File: src/rtl/trng_sample_ctrl.sv
// trng_sample_ctrl
//   Sequencer and word packer for the ring-oscillator TRNG core. It enables the
//   core, waits out a warm-up period, then samples the core's serial bit through
//   a two-flop synchronizer. Every SAMPLE_DIV clocks it takes one bit, and it
//   packs 32 bits (first bit in the MSB) into a word that is offered on a
//   valid/ready interface. A repetition-count health test runs on every sample.
//   If the source repeats the same value REP_LIMIT times in a row, the block
//   shuts the core down and latches a fault.
//
// Ports
//   i_clk          system clock
//   i_rst_n        asynchronous active-low reset
//   i_start        pulse: begin generation (IDLE only)
//   i_stop         pulse: abort and return to IDLE from any state
//   i_rng_bit      raw TRNG bit, asynchronous to i_clk
//   i_ready        consumer ready for o_data
//   o_trng_en      enable to the TRNG core
//   o_data         packed 32-bit random word
//   o_valid        o_data valid
//   o_busy         controller not in IDLE
//   o_health_fail  sticky repetition-count fault flag (cleared by i_stop)
module trng_sample_ctrl #(
   parameter int WARMUP_CYCLES = 64,
   parameter int SAMPLE_DIV    = 4,
   parameter int REP_LIMIT     = 32
) (
   input  logic        i_clk,
   input  logic        i_rst_n,
   input  logic        i_start,
   input  logic        i_stop,
   input  logic        i_rng_bit,
   input  logic        i_ready,
   output logic        o_trng_en,
   output logic [31:0] o_data,
   output logic        o_valid,
   output logic        o_busy,
   output logic        o_health_fail
);

   localparam int WARM_W = (WARMUP_CYCLES > 1) ? $clog2(WARMUP_CYCLES) : 1;
   localparam int DIV_W  = (SAMPLE_DIV > 1) ? $clog2(SAMPLE_DIV) : 1;
   // The run counter only ever holds 0..REP_LIMIT-1. The fault is raised on the
   // sample that would take it to REP_LIMIT, so the limit itself is never stored.
   localparam int RUN_W  = $clog2(REP_LIMIT);

   localparam logic [WARM_W-1:0] WARM_LAST = WARM_W'(WARMUP_CYCLES - 1);
   localparam logic [DIV_W-1:0]  DIV_LAST  = DIV_W'(SAMPLE_DIV - 1);
   localparam logic [RUN_W-1:0]  RUN_LAST  = RUN_W'(REP_LIMIT - 1);

   typedef enum logic [2:0] {
      ST_IDLE,
      ST_WARMUP,
      ST_COLLECT,
      ST_HOLD,
      ST_FAULT
   } state_t;

   state_t            state_reg;
   logic              sync1_reg;
   logic              sync2_reg;
   logic [WARM_W-1:0] warm_cnt_reg;
   logic [DIV_W-1:0]  div_cnt_reg;
   logic [4:0]        bit_cnt_reg;
   logic [RUN_W-1:0]  run_cnt_reg;
   logic              prev_bit_reg;
   logic [31:0]       shift_reg;

   logic              strobe;
   logic              same_bit;
   logic              rep_hit;
   logic              word_done;
   logic [RUN_W-1:0]  run_next;
   logic [31:0]       shift_next;

   // A run count of zero marks "no sample since warm-up". The first sample
   // therefore always starts a fresh run of length 1.
   assign strobe     = (div_cnt_reg == DIV_LAST);
   assign same_bit   = (run_cnt_reg != '0) && (sync2_reg == prev_bit_reg);
   assign rep_hit    = same_bit && (run_cnt_reg == RUN_LAST);
   assign run_next   = same_bit ? (run_cnt_reg + RUN_W'(1)) : RUN_W'(1);
   assign shift_next = {shift_reg[30:0], sync2_reg};
   assign word_done  = (bit_cnt_reg == 5'd31);

   // The synchronizer runs in every state, so the first sample after warm-up
   // already sees a settled bit.
   always_ff @(posedge i_clk or negedge i_rst_n) begin
      if (!i_rst_n) begin
         sync1_reg <= 1'b0;
         sync2_reg <= 1'b0;
      end else begin
         sync1_reg <= i_rng_bit;
         sync2_reg <= sync1_reg;
      end
   end

   always_ff @(posedge i_clk or negedge i_rst_n) begin
      if (!i_rst_n) begin
         state_reg     <= ST_IDLE;
         warm_cnt_reg  <= '0;
         div_cnt_reg   <= '0;
         bit_cnt_reg   <= '0;
         run_cnt_reg   <= '0;
         prev_bit_reg  <= 1'b0;
         shift_reg     <= '0;
         o_trng_en     <= 1'b0;
         o_data        <= '0;
         o_valid       <= 1'b0;
         o_busy        <= 1'b0;
         o_health_fail <= 1'b0;
      end else if (i_stop) begin
         // Stop overrides everything, including a start in the same cycle.
         // Any partial word is dropped.
         state_reg     <= ST_IDLE;
         bit_cnt_reg   <= '0;
         shift_reg     <= '0;
         o_trng_en     <= 1'b0;
         o_valid       <= 1'b0;
         o_busy        <= 1'b0;
         o_health_fail <= 1'b0;
      end else begin
         case (state_reg)
            ST_IDLE: begin
               if (i_start) begin
                  state_reg    <= ST_WARMUP;
                  warm_cnt_reg <= '0;
                  o_trng_en    <= 1'b1;
                  o_busy       <= 1'b1;
               end
            end

            ST_WARMUP: begin
               div_cnt_reg <= '0;
               bit_cnt_reg <= '0;
               run_cnt_reg <= '0;
               shift_reg   <= '0;
               if (warm_cnt_reg == WARM_LAST) begin
                  state_reg <= ST_COLLECT;
               end else begin
                  warm_cnt_reg <= warm_cnt_reg + WARM_W'(1);
               end
            end

            ST_COLLECT: begin
               if (strobe) begin
                  div_cnt_reg  <= '0;
                  run_cnt_reg  <= run_next;
                  prev_bit_reg <= sync2_reg;
                  if (rep_hit) begin
                     // A fault beats word completion, so the word is never offered.
                     state_reg     <= ST_FAULT;
                     bit_cnt_reg   <= '0;
                     o_trng_en     <= 1'b0;
                     o_health_fail <= 1'b1;
                  end else if (word_done) begin
                     state_reg   <= ST_HOLD;
                     bit_cnt_reg <= '0;
                     o_data      <= shift_next;
                     o_valid     <= 1'b1;
                  end else begin
                     shift_reg   <= shift_next;
                     bit_cnt_reg <= bit_cnt_reg + 5'd1;
                  end
               end else begin
                  div_cnt_reg <= div_cnt_reg + DIV_W'(1);
               end
            end

            ST_HOLD: begin
               // Sampling pauses while the word waits; the run count carries over.
               if (i_ready) begin
                  state_reg   <= ST_COLLECT;
                  div_cnt_reg <= '0;
                  o_valid     <= 1'b0;
               end
            end

            ST_FAULT: begin
               o_trng_en <= 1'b0;
               o_valid   <= 1'b0;
            end

            default: begin
               state_reg <= ST_IDLE;
               o_trng_en <= 1'b0;
               o_valid   <= 1'b0;
               o_busy    <= 1'b0;
            end
         endcase
      end
   end

endmodule
File: config.mk
export PLATFORM = sky130hd
export DESIGN_NAME = trng_sample_ctrl
export DESIGN_NICKNAME = d
export VERILOG_FILES = /design/src/rtl/trng_sample_ctrl.sv
export SDC_FILE = /design/constraint.sdc
export NUM_CORES = 1
export LEC_CHECK = 0
export ABC_AREA = 1
export CAP_MARGIN = 20
export CORE_MARGIN = 3
export CORE_UTILIZATION = 25
export CTS_BUF_LIST = sky130_fd_sc_hd__clkbuf_8
export CTS_CLUSTER_SIZE = 24
export DETAILED_ROUTE_END_ITERATION = 16
export PLACE_DENSITY = 0.47
export SETUP_SLACK_MARGIN = 0.02
export SYNTH_ARGS = -nofsm -noshare
export SYNTH_HDL_FRONTEND = slang
export SYNTH_SLANG_ARGS = --single-unit
export TNS_END_PERCENT = 10
File: constraint.sdc
create_clock -name i_clk -period 2.55 [get_ports i_clk]
set_clock_uncertainty 0.2 [all_clocks]
set_input_delay 0.51 -clock i_clk [delete_from_list [all_inputs] [get_ports i_clk]]
set_output_delay 0.51 -clock i_clk [all_outputs]
set_load 0.1 [all_outputs]
**Yosys cells after proc, flatten, opt, wreduce, memory -nomap -nowiden**

Cells that the tools add are included.

- Bits in registers: 91
- Latch bits: 0
- RAM bits: 0
- Memory bits (read-only): 0
- Input bits: 6
- Output and inout bits: 36
- Logic and storage cells: 116
- Memories kept: 0

- Add/subtract/negate cells: 4
- $mul: 0
- Divide/modulo/power cells: 0
- $lt $le $gt $ge: 0
- Equality and inequality tests: 26
- Shift-type cells: 0
- Muxes and demuxes: 44
- Bitwise gates (word level): 2
- Reduce and logical (&&, ||, !) cells: 26

Operator list:

| cell | count |
|---|---|
| 31-bit two-way mux | 4 |
| 31-bit one-hot mux with 2 select lines | 1 |
| 5-bit two-way mux | 6 |
| 3-bit != test, second input constant | 8 |
| 3-bit two-way mux | 7 |
| 5-bit one-hot mux with 2 select lines | 2 |
| 3-bit one-hot mux with 5 select lines | 1 |
| 1-bit two-way mux | 14 |
| 6-bit two-way mux | 2 |
| 6-bit one-hot mux with 2 select lines | 1 |
| 3-bit AND reduction | 4 |
| 4-bit AND reduction | 3 |
| 5-bit by 1-bit adder with 5-bit output, second input constant | 2 |
| 5-bit equality test, second input constant | 2 |
| 2-bit != test, second input constant | 5 |
| 5-bit AND reduction | 2 |
| 2-bit nonzero test | 5 |
| 6-bit by 1-bit adder with 6-bit output, second input constant | 1 |
| 3-bit by 2-bit equality test with 1-bit output, second input constant | 2 |
| 6-bit equality test, second input constant | 1 |
| 2-bit by 1-bit != test with 1-bit output, second input constant | 3 |
| 1-bit one-hot mux with 3 select lines | 2 |
| 2-bit one-hot mux with 3 select lines | 1 |
| 6-bit AND reduction | 1 |
| other kinds (16) | 22 |

**Longest topological paths before layout**

Gate-level depths: netlist of run 1.

- Depth after elaboration: 7
- Mapped depth: 12
- Depth with buffers taken out: 11

**Least setup slack after synthesis of run 1**

No wires, ideal clock.

- Path kind: register to register
- Start: register run_cnt_reg[0]
- End: register shift_reg[0]
- Library setup time: 116 ps
- Arrival time: 1525 ps
- Data required time: 2234 ps
- Slack: 709 ps
- Cell stages (with the launch flop): 12
- Buffers on the path: 1
- Clock period less this slack: 1841 ps
- Cell sequence: dfrtp_1 > ha_1 > nand2_1 > nor2_1 > ha_1 > nand3_2 > nand2_1 > nand2_1 > nand2_2 > buf_4 > nand2_1 > nand2_1

- Longest elaborated chain between the ends: 5
- Elaborated cells between the ends (all ways): 6

RTL lines:

| element | line | source |
|---|---|---|
| start, declared | 64 | `logic [RUN_W-1:0] run_cnt_reg;` |
| start signal, assigned | 146 | `run_cnt_reg <= run_next;` |
| 5-bit nonzero test | 78 | `assign same_bit = (run_cnt_reg != '0) && (sync2_reg == prev_bit_reg);` |
| 1-bit logical AND | 78 |  |
| 1-bit logical AND (*) | 79 | `assign rep_hit = same_bit && (run_cnt_reg == RUN_LAST);` |
| 3-bit != test (no line) (*) | n/a |  |
| 4-bit AND reduction (no line) (*) | n/a |  |
| end signal, assigned | 160 | `shift_reg <= shift_next;` |
| end, declared | 66 | `logic [31:0] shift_reg;` |

Mark *: on every way between the ends. The rest lies on a longest branch, timed or not.
A chain may end at the register's enable or synchronous reset.

**Final worst setup path of run 1**

- Start: register bit_cnt_reg[0]
- End: register shift_reg[10]

- Longest elaborated chain between the ends: 3

RTL lines:

| element | line | source |
|---|---|---|
| start, declared | 63 | `logic [4:0] bit_cnt_reg;` |
| start signal, assigned | 161 | `bit_cnt_reg <= bit_cnt_reg + 5'd1;` |
| 5-bit equality test | 82 | `assign word_done = (bit_cnt_reg == 5'd31);` |
| 3-bit != test (no line) | n/a |  |
| 4-bit AND reduction (no line) | n/a |  |

Every way passes these cells.

==> results of run 1 <==
## cell families after synthesis
kind of cell / share of synthesized area (%)
simple gates: 30.2
flops: 52.8
buf+inv: 8.55
compound gates: 6.29
fa+ha+maj: 2.03
xor+xnor: 0.203
## power by group through the flow
stage               Sequential (mW)  Clock [mW]  Combinational, mW
floorplan                      1.73           0              0.603
global placement               1.64           0              0.903
detailed placement             1.64           0              0.908
CTS                            1.61       0.997              0.912
global route                   1.63        1.06               1.02
finish                         1.61       0.937              0.898
## final timing paths
check                                 endpoint      startpoint  slack, ns
worst min-delay path                 sync2_reg       sync1_reg       0.15
worst min register to register       sync2_reg       sync1_reg       0.15
worst max-delay path             shift_reg[10]  bit_cnt_reg[0]       0.43
worst max register to register   shift_reg[10]  bit_cnt_reg[0]       0.43
min in group asynchronous        shift_reg[22]         i_rst_n       0.44
max in group asynchronous       run_cnt_reg[4]         i_rst_n       1.09
## layout by cell type (no fill, tap or decap), drive strengths merged
| cell | count |
|---|---|
| nand2 | 172 |
| inv | 63 |
| o21ai | 47 |
| a21oi | 4 |
| nand3 | 58 |
| nand3b | 3 |
| ha | 7 |
| or2 | 1 |
| dfrtp | 91 |
| clkdlybuf4s50 | 4 |
| xor2 | 1 |
| o22ai | 2 |
| bufinv | 1 |
| nor3b | 1 |
| nand4 | 1 |
| clkinvlp | 3 |
| nor2 | 71 |
| clkinv | 1 |
| dlygate4sd3 | 1 |
| buf | 47 |
| clkbuf | 9 |
## critical path: stages (launching register included)
cell and delay, ns:
dfrtp_1 0.42, ha_1 0.23, nand2_1 0.10, nor2_1 0.05
ha_1 0.26, o21ai_2 0.20, buf_4 0.36, nand3_1 0.13
nand2_1 0.08
## metrics by stage
step / instance area, um^2 / power [mW]
global route: 5070 / 3.71
finish: 5070 / 3.45
detailed placement: 4870 / 2.55
floorplan: 4320 / 2.33
CTS: 5070 / 3.52
global placement: 4870 / 2.54
## area by class of cell
cell class | count | share of cell area (%)
multi-input cells | 368 | 32.9
repair buffers | 52 | 8.45
well taps | 220 | 5.43
clock inverters | 6 | 1.19
inverters | 62 | 4.59
flip-flops and latches | 91 | 44.9
clock buffers | 9 | 2.45
## routing by layer
layer	share of wire [%]	wire, um	GRT usage, %	up-vias
li1	-	-	-	1772
met1	50	4590	13.9	1559
met2	45	4130	16.8	58
met3	4.7	432	3.47	14
met4	1.3	116	3.49	0
met5	0	0	0	-
## cells in the mapped netlist (all sizes together)
library cell and instances:
nand2 172, nor3b 1, buf 20, ha 7
nand4 1, clkinv 1, nand3b 3, a21oi 4
o22ai 2, nor2 71, inv 61, nand3 58
o21ai 47, xor2 1, or2 1, dfrtp 91
==> results.yml, run 1 <==
run_status:
  outcome: "completed"
die:
  die_width_um: 137
  start_util_pct: 25.7
  height_of_the_die_um: 137
  ios: 42
  fp-row-count: 47
  placeableCoreArea_mm2: 0.0168
  dieArea_mm2: 0.0189
worst_hold_path:
  min_path_cells: 0
  worst_hold_path_type: "reg -> reg"
sta:
  timing_hold_violations_final: 0
  slew_violations: 0
  rsz_0062_raised_after_global_routing: "no"
  tightestPinTransition_ns: 0.477
  setup_viol: 0
  finalCriticalPeriod_ns: 2.12
  postLayoutSetupSlackWorst_ns: 0.426
  max_freq_mhz: 471
  holdWs_ns: 0.152
  timing.final.crit_share_pct: 83.3
  totalNegativeSetupSlack_ns: 0
  max-slew-margin-rel_pct: 68.2
layout:
  final_util_pct: 30.2
  final-seq-area_mm2: 0.00228
  final-instance-count-excl-fill: 808
  multi_input_area_mm2: 0.00167
  n_antenna_cell: 0
  layout-area-overhead-vs-synth_pct: 17.4
  largest_register_ffs: 32
  final_net_count: 597
  drive_gt1_share_pct: 12.1
  total_of_fill_cells_in_the_finished_design: 1818
power:
  power.density_mw_per_mm2: 680
  power.clock.fraction_pct: 27.2
  comb_power_share_pct: 26.1
  p_seq_share_pct: 46.7
  p_sw_share_pct: 36.1
  internal-power_mw: 2.20
  power.static_leakage_nw: 2.48
  power.switching_mw: 1.25
  power.ir.vdd_worst_uv: 562
synth:
  synthesis.instances: 541
  syn_area_mm2: 0.00432
  main_area_contributors_after_synthesis: "dfrtp_1 53%, nand2_1 15%, nand3_1 6.6%"
  synth.yosys.seq_area_share_pct: 52.8
  netlist-cell-type-count: 26
  synth_fp_nets: 554
  yosys_warnings: 0
  synth_top_cell_area_share_pct: 52.8
  synthesis.area_per_instance_um2: 7.98
  netlist.top_cell.by_area: "dfrtp_1"
  yosys_register_bits: 91
drt:
  num_vias: 3403
  routed_wirelength_um: 9270
  drc_errors_left: 0
  detail_route.vias_per_cell: 4.21
  drt_first_pass_iters: 4
  wire_per_inst_um: 11.5
  drt-initial-drc-count: 172
  ant_nets: 0
setup_path:
  worstRegToRegCells: 8
  critical_path.endpoint_type: "flip-flop"
  path_max_fanout: 31
  critical_path_class: "reg -> reg"
  worstPathArrival_ns: 2.23
  worst_path_required_time_ns: 2.66
  startpoint_type: "flip-flop"
clocking:
  clk_pin_slew_ns: 0.09
  numClockSinks: 91
  post_cts_resize_count: 0
  max-clock-path-buffers: 2
  ctsHtreeMaxLevel: 3
  cts.repair_timing.setup_buffer_count: 0
  cts_hold_buffers: 1
  cts_tree: "done"
  clk-insertion-delay-late_ns: 0.37
  cts.root.buffer_cell: "clkbuf_8"
  numCtsBuffers: 9
run:
  maxCapViolations: 0
place:
  dpl.cell_count: 792
  port-buffer-count: 41
  gpl.final_weighted_congestion: 0.811
  hpwlAfterDp_um: 6320
  dp_slack_ns: 0.345
global_route:
  grt_util_all_layers_pct: 10.7
  number_of_antenna_violations_at_the_first_check_in_global_routing: 0
  wire_length_of_the_first_global_routing_pass_um: 16000
  grt_start_max_net_pins: 65
  first_global_vias: 3353
  overflow: 0
Power figures use the tool's default switching activity.
==> run 2: changes to the inputs <==
==> constraint.sdc (replaced) <==
create_clock -name i_clk -period 2.2 [get_ports i_clk]
set_clock_uncertainty 0.2 [all_clocks]
set_input_delay 0.44 -clock i_clk [delete_from_list [all_inputs] [get_ports i_clk]]
set_output_delay 0.44 -clock i_clk [all_outputs]
set_load 0.1 [all_outputs]
==> run 2 against run 1 <==
Against the previous run: setup slack got worse by 0.24 ns; critical endpoint is now shift_reg[3]; register-to-register slack worse by 0.24 ns; sequential power rose by 16%; global-route usage down 0.31 points; count of clock-buffer cells in the layout unchanged; cell area increased by 2.6%; combinational power grew 31%; maximum frequency up 5.6%; sequential share of layout area is 1.1 points lower; cell count increased by 0.62%; routed wire length fell by 1.8%; via count up 3.3%.
==> results.yml, run 2 (same netlist as run 1, synthesis figures left out) <==
sta:
  max_freq_mhz: 497
  holdWs_ns: 0.159
  timing.final.crit_share_pct: 91.4
  max-slew-margin-rel_pct: 71.8
  totalNegativeSetupSlack_ns: 0
  finalCriticalPeriod_ns: 2.01
  tightestPinTransition_ns: 0.418
  rsz_0062_raised_after_global_routing: "no"
  setup_viol: 0
  timing_hold_violations_final: 0
  slew_violations: 0
setup_path:
  critical_path.endpoint_type: "flip-flop"
  path_max_fanout: 31
  critical_path_class: "reg -> reg"
  crit-reg2reg-launch: "bit_cnt_reg[0]"
  worst_path_required_time_ns: 2.24
  startpoint_type: "flip-flop"
  timing.critical_path.from: "bit_cnt_reg[0]"
  worstPathArrival_ns: 2.05
layout:
  drive_gt1_share_pct: 13.0
  most_common_cell_after_layout_fill_and_taps_aside: "nand2_1"
  final_cell_mix: "169 x nand2_1, 91 x dfrtp_1, 69 x nor2_1"
  total_of_fill_cells_in_the_finished_design: 1791
  finish.instance_area_mm2: 0.00520
  final_net_count: 602
  layout-area-overhead-vs-synth_pct: 20.5
  final-instance-count-excl-fill: 813
  largest_register_ffs: 32
  n_antenna_cell: 0
drt:
  drt_first_pass_iters: 5
  ant_nets: 0
  drc_errors_left: 0
  routed_wirelength_um: 9110
  drt-initial-drc-count: 162
  num_vias: 3515
  detail_route.vias_per_cell: 4.32
  wire_per_inst_um: 11.2
clocking:
  post_cts_resize_count: 0
  cts.root.buffer_cell: "clkbuf_8"
  numCtsBuffers: 9
  cts_tree: "done"
  cts.repair_timing.setup_buffer_count: 0
  max-clock-path-buffers: 2
  clk_pin_slew_ns: 0.09
  numClockSinks: 91
  ctsHtreeMaxLevel: 3
  clk-insertion-delay-late_ns: 0.35
global_route:
  met1_grt_util_pct: 13.8
  grt_util_all_layers_pct: 10.4
  use_met2_pct: 16.7
  number_of_antenna_violations_at_the_first_check_in_global_routing: 0
  overflow: 0
  first_global_vias: 3339
  wire_length_of_the_first_global_routing_pass_um: 15800
  grt_start_max_net_pins: 65
  met3_usage_grt_pct: 2.81
  gr-max-usage-layer: "met2"
power:
  totalPowerFinal_mw: 4.04
  power.static_leakage_nw: 2.53
  power.ir.vdd_worst_uv: 551
  power.density_mw_per_mm2: 777
run:
  maxCapViolations: 0
die:
  fp-row-count: 47
  ios: 42
  dieArea_mm2: 0.0189
  height_of_the_die_um: 137
  die_width_um: 137
  start_util_pct: 25.7
  placeableCoreArea_mm2: 0.0168
place:
  dpl.cell_count: 797
  hpwlAfterDp_um: 6290
  place_area_mm2: 0.00502
  port-buffer-count: 41
  gpl.final_weighted_congestion: 0.809
worst_hold_path:
  worst_hold_path_type: "reg -> reg"
  min_from: "sync1_reg"
run_status:
  outcome: "completed"
run 2: cell types whose count changed in the layout (fill, tap and decap cells not counted), sizes merged:
cell	previous run	this run
buf	47	52
bufinv	1	0
clkinvlp	3	4
run 2: area by class of cell:
type	instances	area, um^2	share of cell area (%)
sequential	91	2280	43.8
multi-input combinational	368	1670	32.1
timing repair buffer	57	578	11.1
tap	220	275	5.29
inverter	62	233	4.48
clock buffer	9	124	2.38
clock inverter	6	42.5	0.818
run 2: path summary, 6_finish.rpt:
check,endpoint,slack (ns),depth (start not counted)
min reg2reg,sync2_reg,0.16,0
max in group asynchronous,o_data[4],0.85,3
min,sync2_reg,0.16,0
max,shift_reg[3],0.19,9
min in group asynchronous,o_data[25],0.34,2
max reg2reg,shift_reg[3],0.19,9
run 2: worst max-delay path, stage by stage (launching register included):
cell     delay (ns)
dfrtp_1        0.41
ha_1           0.22
nand2_1        0.09
nor2_1         0.05
ha_1           0.27
o21ai_2        0.27
nand2_2        0.10
buf_12         0.17
nand2_1        0.06
nand2_1        0.05
run 2: power by group:
group	internal, mW	switching [mW]	total (mW)
registers	1.77	0.102	1.87
clock network	0.404	0.586	0.989
logic	0.389	0.787	1.18
run 2: repair_timing:
action	4_1_cts	5_1_grt
endpoints found under the setup margin	0	0
hold endpoints to repair	25	0
hold buffers	1	0
run 2: metrics by stage:
| stage | setup WS, ns | util (%) |
|---|---|---|
| detailed placement | 0.128 | 30.0 |
| floorplan | 0.359 | - |
| CTS | 0.169 | 31.0 |
| global route | 0.0323 | 31.0 |
| finish | 0.189 | 31.0 |
| global placement | 0.107 | 30.0 |
run 2: metal layers:
layer | routed length, um | vias to the layer above
met5 | 0 | -
met4 | 104 | 0
met3 | 460 | 9
met2 | 4220 | 74
met1 | 4320 | 1645
li1 | - | 1787
